**config.mk**
```make
export PLATFORM = sky130hd
export DESIGN_NAME = mtx_elem_accum
export DESIGN_NICKNAME = d
export VERILOG_FILES = /design/src/rtl/mtx_elem_accum.sv
export SDC_FILE = /design/constraint.sdc
export NUM_CORES = 1
export LEC_CHECK = 0
export ABC_AREA = 1
export CAP_MARGIN = 20
export CELL_PAD_IN_SITES_DETAIL_PLACEMENT = 1
export CELL_PAD_IN_SITES_GLOBAL_PLACEMENT = 2
export CORE_MARGIN = 5
export CORE_UTILIZATION = 32
export CTS_BUF_LIST = sky130_fd_sc_hd__clkbuf_4 sky130_fd_sc_hd__clkbuf_8
export DETAILED_ROUTE_END_ITERATION = 7
export HOLD_SLACK_MARGIN = 0.05
export PLACE_DENSITY = 0.86
export REMOVE_ABC_BUFFERS = 1
export SLEW_MARGIN = 10
export SYNTH_ARGS = -nofsm -noshare
export SYNTH_HDL_FRONTEND = slang
export SYNTH_SLANG_ARGS = --single-unit
```
**constraint.sdc**
```tcl
create_clock -name clk -period 6.8 [get_ports clk]
set_input_delay 1.36 -clock clk [delete_from_list [all_inputs] [get_ports clk]]
set_output_delay 1.36 -clock clk [all_outputs]
set_load 0.02 [all_outputs]
```
**src/rtl/mtx_elem_accum.sv**
```systemverilog
// mtx_elem_accum: sums N_ACC 4x4 product matrices elementwise, one row of 4 adds per cycle
module mtx_elem_accum #(
   parameter int W     = 8,
   parameter int N_ACC = 4,
   parameter int ACC_W = 20
) (
   input  logic                  clk,
   input  logic                  rstn,
   input  logic                  i_valid,
   output logic                  o_ready,
   input  logic [16*2*W-1:0]     i_mtx_m,
   output logic                  o_valid,
   input  logic                  i_ready,
   output logic [16*ACC_W-1:0]   o_mtx_acc,
   output logic [7:0]            o_mtx_cnt
);
   localparam int EW = 2*W;
   localparam logic [7:0] LAST = 8'(N_ACC-1);
   typedef enum logic [1:0] {S_IDLE, S_ACC, S_OUT} state_t;
   state_t              r_state, w_next;
   logic                r_ready;
   logic [1:0]          r_row;
   logic [7:0]          r_cnt;
   logic [16*EW-1:0]    r_hold;
   logic [16*ACC_W-1:0] r_acc;
   logic [4*ACC_W-1:0]  w_sum;
   logic                w_take;
   // r_ready is only ever high while in S_IDLE, so it alone qualifies a transfer
   assign w_take    = i_valid & r_ready;
   assign o_ready   = r_ready;
   assign o_valid   = (r_state == S_OUT);
   assign o_mtx_acc = r_acc;
   assign o_mtx_cnt = r_cnt;
   // Four column adders for the current row; the first matrix of a batch overwrites
   for (genvar c = 0; c < 4; c++) begin : g_col
      logic [3:0] w_idx;
      assign w_idx = {r_row, 2'(c)};
      assign w_sum[c*ACC_W +: ACC_W] = (r_cnt == 8'd0 ? '0 : r_acc[w_idx*ACC_W +: ACC_W])
                                       + ACC_W'(r_hold[w_idx*EW +: EW]);
   end
   // State register
   always_ff @(posedge clk) begin
      if (!rstn) r_state <= S_IDLE;
      else       r_state <= w_next;
   end
   // Next-state: accept -> four row cycles -> back to idle, or to output after the last matrix
   always_comb begin
      w_next = r_state;
      case (r_state)
         S_IDLE:  w_next = w_take ? S_ACC : S_IDLE;
         S_ACC:   w_next = (r_row != 2'd3) ? S_ACC : (r_cnt == LAST) ? S_OUT : S_IDLE;
         S_OUT:   w_next = i_ready ? S_IDLE : S_OUT;
         default: w_next = S_IDLE;
      endcase
   end
   // Datapath: hold capture, row/batch counters, registered ready and the accumulator
   always_ff @(posedge clk) begin
      if (!rstn) begin
         r_ready <= 1'b0;
         r_row   <= 2'd0;
         r_cnt   <= 8'd0;
         r_hold  <= '0;
         r_acc   <= '0;
      end else begin
         r_ready <= (w_next == S_IDLE);
         if (w_take) begin
            r_hold <= i_mtx_m;
            r_row  <= 2'd0;
         end
         if (r_state == S_ACC) begin
            r_row <= r_row + 2'd1;
            for (int c = 0; c < 4; c++)
               r_acc[(4*int'(r_row)+c)*ACC_W +: ACC_W] <= w_sum[c*ACC_W +: ACC_W];
            if (r_row == 2'd3) r_cnt <= (r_cnt == LAST) ? 8'd0 : r_cnt + 8'd1;
         end
      end
   end
endmodule
```
* After elaboration in Yosys (flattened, before gate mapping)
Index checks and enable logic that the tools add are counted.
Operators by class: add/subtract/negate cells 13, multiply operators 8, multiplexer cells 16, divide/modulo/power cells 0, reduce and logical (&&, ||, !) cells 5, $lt $le $gt $ge 0, shift-type cells 16, equality and inequality tests 5, bitwise logic cells 1
Operators with widths (count):
- $bwmux 320 | 4
- $shift 20x33->320 const A | 4
- $shiftx 20x33->320 | 4
- $shiftx 320x10->20 | 4
- $shiftx 256x9->16 | 4
- $neg 10->33 | 3
- $add 20x16->20 | 4
- $mux 20 | 4
- $neg 9->33 | 1
- $mul 5x3->8 const B | 3
- $mul 4x3->7 const B | 2
- $add 4x2->5 const B | 2
- $mul 2x3->5 const B | 2
- $mux 2 | 5
- $add 8x1->8 const B | 1
- $eq 8x2->1 const B | 1
- $logic_not 8->1 | 1
- $mux 8 | 1
- $mul 3x3->6 const B | 1
- $pmux 2 s3 | 1
- $add 4x1->5 const B | 1
- $eq 2x2->1 const B | 2
- $logic_not 2->1 | 2
- $add 2x1->2 const B | 1
- 6 further kinds | 6
Storage, ports and cells: input bits 260, ROM bits 0, memory bits (writable) 0, memories kept 0, register bits after elaboration 589, bits in latches 0

* Depth between registers and ports, before layout
Gate-level depths: netlist of the first run.
word-level depth 9, depth in mapped cells 32

* Worst setup path before layout of the first run
OpenSTA, ideal clock, no wires.
kind register to register, from register r_row[0], to register r_acc[294], in the netlist o_mtx_acc[294], cell stages (with the launch flop) 30, buffers on the path 7, required time 6733 ps, setup time 67 ps, slack 3008 ps, arrival 3725 ps, cell sequence dfxtp_1 buf_6 buf_8 buf_8 buf_6 buf_4 buf_2 buf_2 nor2_1 nor2_1 o21ai_0 a21oi_1 ha_1 inv_1 fa_1 inv_1 nand2_1 a21oi_2 nand2_1 nand3_2 nand3_1 nand2_2 nand2_1 nand2_1 nand3_1 a21boi_1 nand3_1 o21ai_1 nand2_1 a21oi_2
Between the ends: longest elaborated chain between the ends 9, elaborated cells on any way between the ends 43, those cells by class add/sub (11); mul (8); shift (16); mux (8)
RTL lines:
- start: declaration | line 22 | logic [1:0] r_row;
- start signal: assignment | line 71 | r_row <= r_row + 2'd1;
- $mul 2x3->5 | line 38, 73
- $shiftx 320x10->20 | line 38 | assign w_sum[c*ACC_W +: ACC_W] = (r_cnt == 8'd0 ? '0 : r_acc[w_idx*ACC_W +: ACC_W])
- $mux 20 | line 38
- $add 20x16->20 | line 39 | + ACC_W'(r_hold[w_idx*EW +: EW]);
- $shiftx 20x33->320 | line 73 | r_acc[(4*int'(r_row)+c)*ACC_W +: ACC_W] <= w_sum[c*ACC_W +: ACC_W];
- $bwmux 320 (3 in a row) | line 73
- $bwmux 320 * | line 73
- end signal: indexed assignment | line 73
- end: declaration | line 25 | logic [16*ACC_W-1:0] r_acc;
Every way passes the cells marked *; elsewhere a longest branch is shown, timed or not. A chain may end at the register's enable or synchronous reset.

* Worst setup path after layout of the first run
from register r_row[0], to register r_acc[55], in the netlist o_mtx_acc[55]
Same word-level chain as after synthesis.

==> results of run 1 <==
==> cell type report <==
class | count | area [um^2]
Multi-Input combinational cell | 4045 | 19600
Sequential cell | 589 | 11800
Tap cell | 1391 | 1740
Clock buffer | 173 | 2160
Clock inverter | 26 | 280
Antenna cell | 3 | 7.51
Fill cell | 13500 | 62100
Inverter | 289 | 1120
Timing Repair Buffer | 664 | 6610
==> power by group through the flow <==
stage	combinational (uW)	clock, uW	sequential (uW)
global placement	1760	0	3760
global route	1940	4150	3700
detailed placement	1770	0	3760
CTS	1780	4000	3690
floorplan	956	0	3790
finish	1810	3920	3690
==> synth_stat cells, types with 11 or more instances <==
cell,number,area share [%]
a21oi_1,455,6.7
a21oi_2,11,0.28
a31oi_1,56,1.0
buf_1,19,0.21
buf_2,73,1.1
buf_4,16,0.35
clkbuf_1,226,2.5
dfxtp_1,589,35
ha_1,74,2.7
inv_1,219,2.4
inv_2,65,0.72
nand2_1,928,10
nand2_2,28,0.52
nand3_1,209,3.1
nand3_2,11,0.32
nand4_1,47,0.86
nor2_1,1101,12
nor2_2,33,0.61
nor2_4,24,0.79
nor3_1,28,0.41
o211ai_1,19,0.42
o21ai_0,710,10
o21ai_1,61,0.90
o22ai_1,93,1.7
xnor2_1,14,0.36
xor2_1,32,0.82
==> sequential cells by signal, indices dropped and copies added, names as in the netlist <==
name	cells
o_mtx_acc	320
o_mtx_cnt	8
o_ready	1
r_hold	256
r_row	2
r_state	2
==> how the worst min path moves through the flow <==
stage | start | end | slack (ns)
floorplan | r_hold[0] | r_hold[0] | 0.45
global placement | r_hold[157] | r_hold[157] | 0.46
detailed placement | r_hold[27] | r_hold[27] | 0.47
CTS | r_hold[122] | r_hold[122] | 0.48
global route | r_hold[46] | r_hold[46] | 0.49
finish | r_hold[183] | r_hold[183] | 0.47
==> layer usage <==
layer / track usage (%) / vias to the layer above / wire, um
met5: 0 / - / 0
met4: 12.6 / 0 / 8860
met3: 7.65 / 396 / 16200
met2: 53.8 / 1730 / 88100
met1: 43.0 / 19600 / 82900
li1: - / 18400 / -
==> cells by family after synthesis <==
| kind of cell | synth area share (%) |
|---|---|
| AOI/OAI and AO/OA | 23.0 |
| xor gates and xnor gates | 1.52 |
| adders and majority gates | 2.96 |
| DFF | 34.7 |
| and+or+nand+nor | 30.1 |
| buffers and inverters | 7.70 |
==> layout by cell type, fill, tap and decap left out, types with 5 or more instances in the layout <==
cell | Yosys | routed
clkdlybuf4s50_1 | 0 | 588
o21ai_0 | 710 | 710
clkbuf_4 | 0 | 35
or2_2 | 7 | 7
nand3_1 | 209 | 209
nor2_4 | 24 | 25
ha_1 | 74 | 73
buf_12 | 0 | 11
nand2_2 | 28 | 28
a21oi_2 | 11 | 11
o21ai_1 | 61 | 61
inv_2 | 65 | 65
o22ai_1 | 93 | 93
xnor2_1 | 14 | 14
nor3_2 | 6 | 6
nand3_2 | 11 | 11
bufinv_16 | 0 | 5
buf_4 | 16 | 63
nor3_1 | 28 | 27
a21oi_1 | 455 | 455
o211ai_1 | 19 | 19
dfxtp_1 | 589 | 587
o21ai_2 | 8 | 8
clkinv_2 | 0 | 15
inv_1 | 219 | 217
o21bai_1 | 7 | 7
nand4_1 | 47 | 47
xor2_1 | 32 | 32
a31oi_1 | 56 | 56
nor2_1 | 1101 | 1100
nor2_2 | 33 | 33
nand2_1 | 928 | 927
clkbuf_8 | 0 | 138
o221ai_1 | 7 | 7
==> through the flow <==
stage,instance area (um^2),hold slack (ns),utilization (%)
2_1_floorplan,32500,0.449,-
3_3_place_gp,40900,0.457,38.8
3_5_place_dp,40900,0.466,38.8
4_1_cts,43300,0.479,41.1
5_1_grt,43300,0.492,41.1
6_report,43300,0.474,41.1
==> worst register-to-register path: stages, from the launching register on <==
cell and delay (ns):
dfxtp_4 0.72, clkinv_8 0.39, buf_4 0.46, o21ai_0 0.81, a21oi_1 0.31, ha_1 0.52, nand2_1 0.13, inv_2 0.09
nand2_1 0.07, nor3_2 0.13, nand2_1 0.08, nand2_2 0.12, xor2_2 0.21, nand2_1 0.17, nor2_1 0.35, inv_1 0.10
o21ai_0 0.55, o21ai_1 0.15, inv_1 0.07
==> PnR_summary.wiki, run 1 <==
{| class="wikitable"
! Metric !! Value
|-
| Run status || completed
|-
| Overflow after GRT || 0
|-
| Die ar. || about 0.11 mm^2
|-
| Buffer and inverter count on the worst path || 5
|-
| Gate count after technology mapping || around 5300
|-
| Hold/Removal Path Class || register to register
|-
| FFs w/ async S/R, synth || 0%
|-
| Final Max Slew Viols || 0
|-
| Final Hold Violating Endpoints || 0
|-
| Levels on crit path || 18
|-
| Ratio of total power to cell area || between 200 and 250 mW/mm^2
|-
| Number of distinct library cells after synthesis || 69
|-
| CP Data Required Time || 7.54 ns
|-
| Setup tns final || 0 ns
|-
| Largest delay share family, worst path || compound AO/OA/AOI/OAI gates
|-
| IO Count || 590
|-
| Dominant register cell in the synthesized netlist || dfxtp_1
|-
| Number of DRC violations after detailed routing || 0
|-
| Clk Tree Root Cell || clkbuf_8
|-
| Shortest clock period the worst path allows after layout || ~5.5 ns
|-
| Vias in the first global route || about 40000
|-
| Hold-fix buffer count after cts || 0
|-
| Pin count of the biggest net entering global routing || 185
|-
| CTS Buffer Depth || 3
|-
| Headroom to the max-slew limit || roughly 17%
|-
| Number of antenna violations at the first check in global routing || 6
|-
| Worst-path fanout max || 56
|-
| All-layer global routing usage || around 33%
|-
| First-iteration detailed-routing DRC count || approximately 3300
|-
| Post-route antenna net violation count || 0
|-
| Cell internal pwr || 6350 uW
|-
| Portion of total power attributed to combinational logic || roughly a fifth
|-
| Worst setup endpoint || o_mtx_acc[55]
|-
| Filler-free cell count of the finished design || 7180
|-
| Syn Area/Cell || roughly 6.5 um^2
|-
| Width of the die || 336 um
|-
| Leak || ~0.016 uW
|-
| Setup repair after global routing missed its margin || no
|-
| Number of buffers inserted by post-CTS setup repair || 0
|-
| Post-Syn Area || about 0.034 mm^2
|-
| Total number of placement rows || approximately 120
|-
| Count of state elements after synthesis || slightly below 600
|-
| Count of maximum capacitance violations || 0
|-
| Final net count || a little over 6000
|-
| Crit path launch type || register
|-
| Final setup skew || roughly 0.043 ns
|-
| Slowest cell on crit path || o21ai_0
|-
| Final Total Pwr || roughly 9400 uW
|-
| HPWL Detailed || around 150000 um
|-
| Clock tree from TritonCTS || done
|-
| Clock sink count || 589
|-
| Wirelength per Cell || 27.3 um
|-
| Die height || between 300 and 400 um
|-
| Start-to-end type of the worst setup path || register to register
|-
| DR pass1 iterations || 5
|-
| Critical R2R Launch || r_row[0]
|-
| Number of H-tree branching levels || 3
|-
| Hold-critical path depth || 2
|-
| Global-route wire length before repair || approximately 280000 um
|-
| Peak supply drop || 0.000122 V
|-
| Critical path launch point || r_row[0]
|-
| Cell total after placement || 6978
|-
| Synthesis warning total || 0
|-
| Switching portion of total power || between 30% and 40%
|-
| Routed WL || between 150000 and 200000 um
|-
| Flop2flop setup slack || 1.30 ns
|-
| Ratio of cells with drive above 1 in the final layout || between 8 and 9%
|-
| Number of flops mapped to enable cells by yosys || 0
|-
| Most repeated library cell on the critical path || nand2_1
|-
| Clk network pwr share || a little over two fifths
|-
| Worst reg2reg endpoint || o_mtx_acc[55]
|-
| Via density per instance || ~5.6
|-
| Resized Gates After CTS || 0
|-
| Vias after detailed routing || 40100
|-
| Largest stage delay, worst path || 0.78 ns
|-
| Count of buffers from port buffering || between 500 and 600
|-
| Flop pwr share || 39.1%
|-
| CTS buffer count || around 110
|-
| Post-CTS clock slew at the launch and capture registers of the worst setup and hold paths || roughly 0.060 ns
|-
| Clk_lat worst skew || 0.81 ns
|-
| Final Setup Violations || 0
|-
| Timing-limited maximum frequency || between 150 and 200 MHz
|-
| Worst slew pin tran || between 1 and 1.5 ns
|-
| Post-route fraction of the period consumed by the critical path || between 80% and 90%
|-
| Area of the core region || between 0.1 and 0.15 mm^2
|-
| Series of cell instances along the critical path || clkinv_8, buf_4, o21ai_0, a21oi_1, ha_1, nand2_1, inv_2, nand2_1, nor3_2, nand2_1, nand2_2, xor2_2, nand2_1, nor2_1, inv_1, o21ai_0, o21ai_1, inv_1
|-
| Pre-CTS setup slack || 1.56 ns
|-
| Sort of element at the end of the critical path || register
|-
| Net load switching power || roughly 3100 uW
|-
| Min setup slack post-route || 1.30 ns
|-
| Worst R2R Path Depth || 18
|-
| Starting Density || approximately a third
|-
| Share of the yosys chip area belonging to registers || between 30% and 40%
|-
| Final estimated routing congestion in global placement || 1.02
|-
| Synthesis-to-finish area growth || 27.5%
|-
| Crit path DAT || approximately 6.2 ns
|}
Power figures use the tool's default switching activity.
==> inputs of run 2 (changes only) <==
--- a/config.mk
+++ b/config.mk
@@ -10,11 +10,11 @@
 export CELL_PAD_IN_SITES_DETAIL_PLACEMENT = 1
 export CELL_PAD_IN_SITES_GLOBAL_PLACEMENT = 2
 export CORE_MARGIN = 5
-export CORE_UTILIZATION = 32
+export CORE_UTILIZATION = 27
 export CTS_BUF_LIST = sky130_fd_sc_hd__clkbuf_4 sky130_fd_sc_hd__clkbuf_8
 export DETAILED_ROUTE_END_ITERATION = 7
 export HOLD_SLACK_MARGIN = 0.05
-export PLACE_DENSITY = 0.86
+export PLACE_DENSITY = 0.77
 export REMOVE_ABC_BUFFERS = 1
 export SLEW_MARGIN = 10
 export SYNTH_ARGS = -nofsm -noshare
==> constraint.sdc (replaced) <==
create_clock -name clk -period 4.47 [get_ports clk]
set_input_delay 0.894 -clock clk [delete_from_list [all_inputs] [get_ports clk]]
set_output_delay 0.894 -clock clk [all_outputs]
set_load 0.02 [all_outputs]
==> run 2 against run 1 <==
Sequential share of layout area is 2.2 points lower. Fmax grew 28%. Clock skew increased by 0.016 ns. Register-to-register slack worse by 1.1 ns. Critical path type unchanged. Critical path depth is 1 higher. Utilization fell by 3.5 points. Final area rose by 8.8%. First-iteration DRC count is 4.0% higher.
==> PnR_summary.wiki, run 2 (synthesis gave the netlist of run 1 again) <==
{| class="wikitable"
! Metric !! Value
|-
| Count of maximum capacitance violations || 0
|-
| Area of the core region || approximately 0.13 mm^2
|-
| Vias after detailed routing || roughly 42000
|-
| Final Hold Violating Endpoints || 0
|-
| Post-route fraction of the period consumed by the critical path || 95.9%
|-
| Setup tns final || 0 ns
|-
| Clock tree from TritonCTS || done
|-
| Vias in the first global route || 41600
|-
| Starting Density || between 20 and 30%
|-
| CTS Buffer Depth || 3
|-
| Most frequent standard cell in the layout excluding fill and tap cells || nor2_1
|-
| Count of buffers from port buffering || around 600
|-
| Run status || completed
|-
| Routed WL || approximately 210000 um
|-
| Final estimated routing congestion in global placement || between 1 and 1.5
|-
| Clk_lat worst skew || 0.90 ns
|-
| Peak supply drop || roughly 0.00021 V
|-
| Wirelength per Cell || between 20 and 30 um
|-
| Hold-fix buffer count after cts || 0
|-
| Total number of placement rows || 130
|-
| Post-CTS clock slew at the launch and capture registers of the worst setup and hold paths || 0.06 ns
|-
| Pre-CTS setup slack || between 0.06 and 0.07 ns
|-
| Worst R2R Path Depth || 19
|-
| Start-to-end type of the worst setup path || register to register
|-
| Worst hold slack after final layout || 0.369 ns
|-
| Shortest clock period the worst path allows after layout || ~4.3 ns
|-
| First-iteration detailed-routing DRC count || 3453
|-
| HPWL Detailed || around 160000 um
|-
| Clock sink count || a little under 600
|-
| Sort of element at the end of the critical path || register
|-
| Leak || between 0.015 and 0.02 uW
|-
| CP Data Required Time || approximately 5.3 ns
|-
| Worst slew pin tran || between 1 and 1.5 ns
|-
| Number of buffers inserted by post-CTS setup repair || 0
|-
| Number of DRC violations after detailed routing || 0
|-
| Crit path DAT || about 5 ns
|-
| Final net count || 6457
|-
| Die height || about 360 um
|-
| IO Count || 590
|-
| All-layer global routing usage || 30.0%
|-
| Timing-limited maximum frequency || approximately 230 MHz
|-
| Number of antenna violations at the first check in global routing || 8
|-
| Final Total Pwr || approximately 15000 uW
|-
| Final Setup Violations || 0
|-
| Final setup skew || 0.0593 ns
|-
| Post-route antenna net violation count || 0
|-
| Clk Tree Root Cell || clkbuf_8
|-
| Setup repair after global routing missed its margin || no
|-
| Final Max Slew Viols || 0
|-
| Flip-flop count of the largest register, all copies and words added || 320
|-
| Global-route wire length before repair || 294000 um
|-
| Synthesis-to-finish area growth || 38.8%
|-
| Hold-critical path depth || 3
|-
| Post-layout util || a little under two fifths
|-
| Overflow after GRT || 0
|-
| Ratio of total power to cell area || 319 mW/mm^2
|-
| Hold/Removal Path Class || input pin to register
|-
| CTS buffer count || between 100 and 150
|-
| DR pass1 iterations || 5
|-
| Worst-path fanout max || 53
|-
| Die ar. || 0.133 mm^2
|-
| Leading cell types in the layout, fill and taps excluded || nor2_1, nand2_1, o21ai_0
|-
| Pin count of the biggest net entering global routing || roughly 150
|-
| Width of the die || 365 um
|-
| Number of H-tree branching levels || 3
|-
| Headroom to the max-slew limit || between 10% and 20%
|-
| Crit path launch type || register
|-
| Number of filler instances in the final layout || approximately 16000
|-
| Via density per instance || 5.30
|-
| Ratio of cells with drive above 1 in the final layout || ~15%
|-
| Min setup slack post-route || around 0.18 ns
|}
run 2: changes by cell type in the layout (fill, tap and decap cells not counted), moves of 2 or more:
cell        delta
clkinvlp_4     -3
nor2_2         -2
buf_4        +392
clkbuf_4       +4
buf_12        +21
clkbuf_8      +10
inv_8          +4
run 2: timing repair:
item                                   4_1_cts  5_1_grt
setup endpoints to repair                    0        4
resized for setup                            0        5
endpoints found under the hold margin        0        0
run 2: report_power, final:
group          internal (uW)  total [uW]  leakage [uW]  switching, uW
Sequential              5470        5610       0.00479            141
Clock                   3530        6250       0.00139           2720
Combinational           1160        3200        0.0125           2040
Total                  10200       15100        0.0186           4900
run 2: worst paths after layout:
check             startpoint              to  slack, ns
setup / recovery    r_row[0]  o_mtx_acc[245]       0.18
hold / removal          rstn      r_hold[94]       0.37
setup reg to reg    r_row[0]  o_mtx_acc[245]       0.18
hold reg to reg   r_hold[55]      r_hold[55]       0.47
run 2: routing by layer:
layer / global-route usage [%] / wire length, um / part of all wire, %
met1: 40.3 / 91800 / 44
met2: 48.5 / 93800 / 45
met3: 5.08 / 14400 / 6.9
met4: 10.9 / 8250 / 4.0
met5: 0 / 11 / 0.0053
run 2: layout make-up:
type	instances	area, um^2	share of cell area, %
Multi-Input combinational cell	4045	19600	41.6
Sequential cell	589	11800	25.0
Timing Repair Buffer	1077	9970	21.1
Clock buffer	187	2330	4.94
Tap cell	1650	2060	4.38
Inverter	289	1120	2.37
Clock inverter	26	262	0.554
Antenna cell	4	10.0	0.0212
run 2: worst max-delay path, cell delays in order, from the launching register on:
cell and delay [ns]:
dfxtp_4 0.54, buf_12 0.24, buf_12 0.26, nor2_1 0.09
nor2_1 0.08, o21ai_0 0.08, buf_4 0.14, a21oi_1 0.33
ha_1 0.34, inv_1 0.10, o21ai_0 0.10, nor2_1 0.16
nand2_2 0.11, a21oi_4 0.18, o21bai_2 0.12, xor2_2 0.26
nand2_1 0.24, nor2_4 0.32, o211ai_1 0.15, a21oi_1 0.26
run 2: through the flow:
stage	cells	area, um^2
finish	7867	47200
global route	7866	47200
CTS	7863	47200
detailed placement	7650	44600
global placement	7649	44500
floorplan	4923	32500
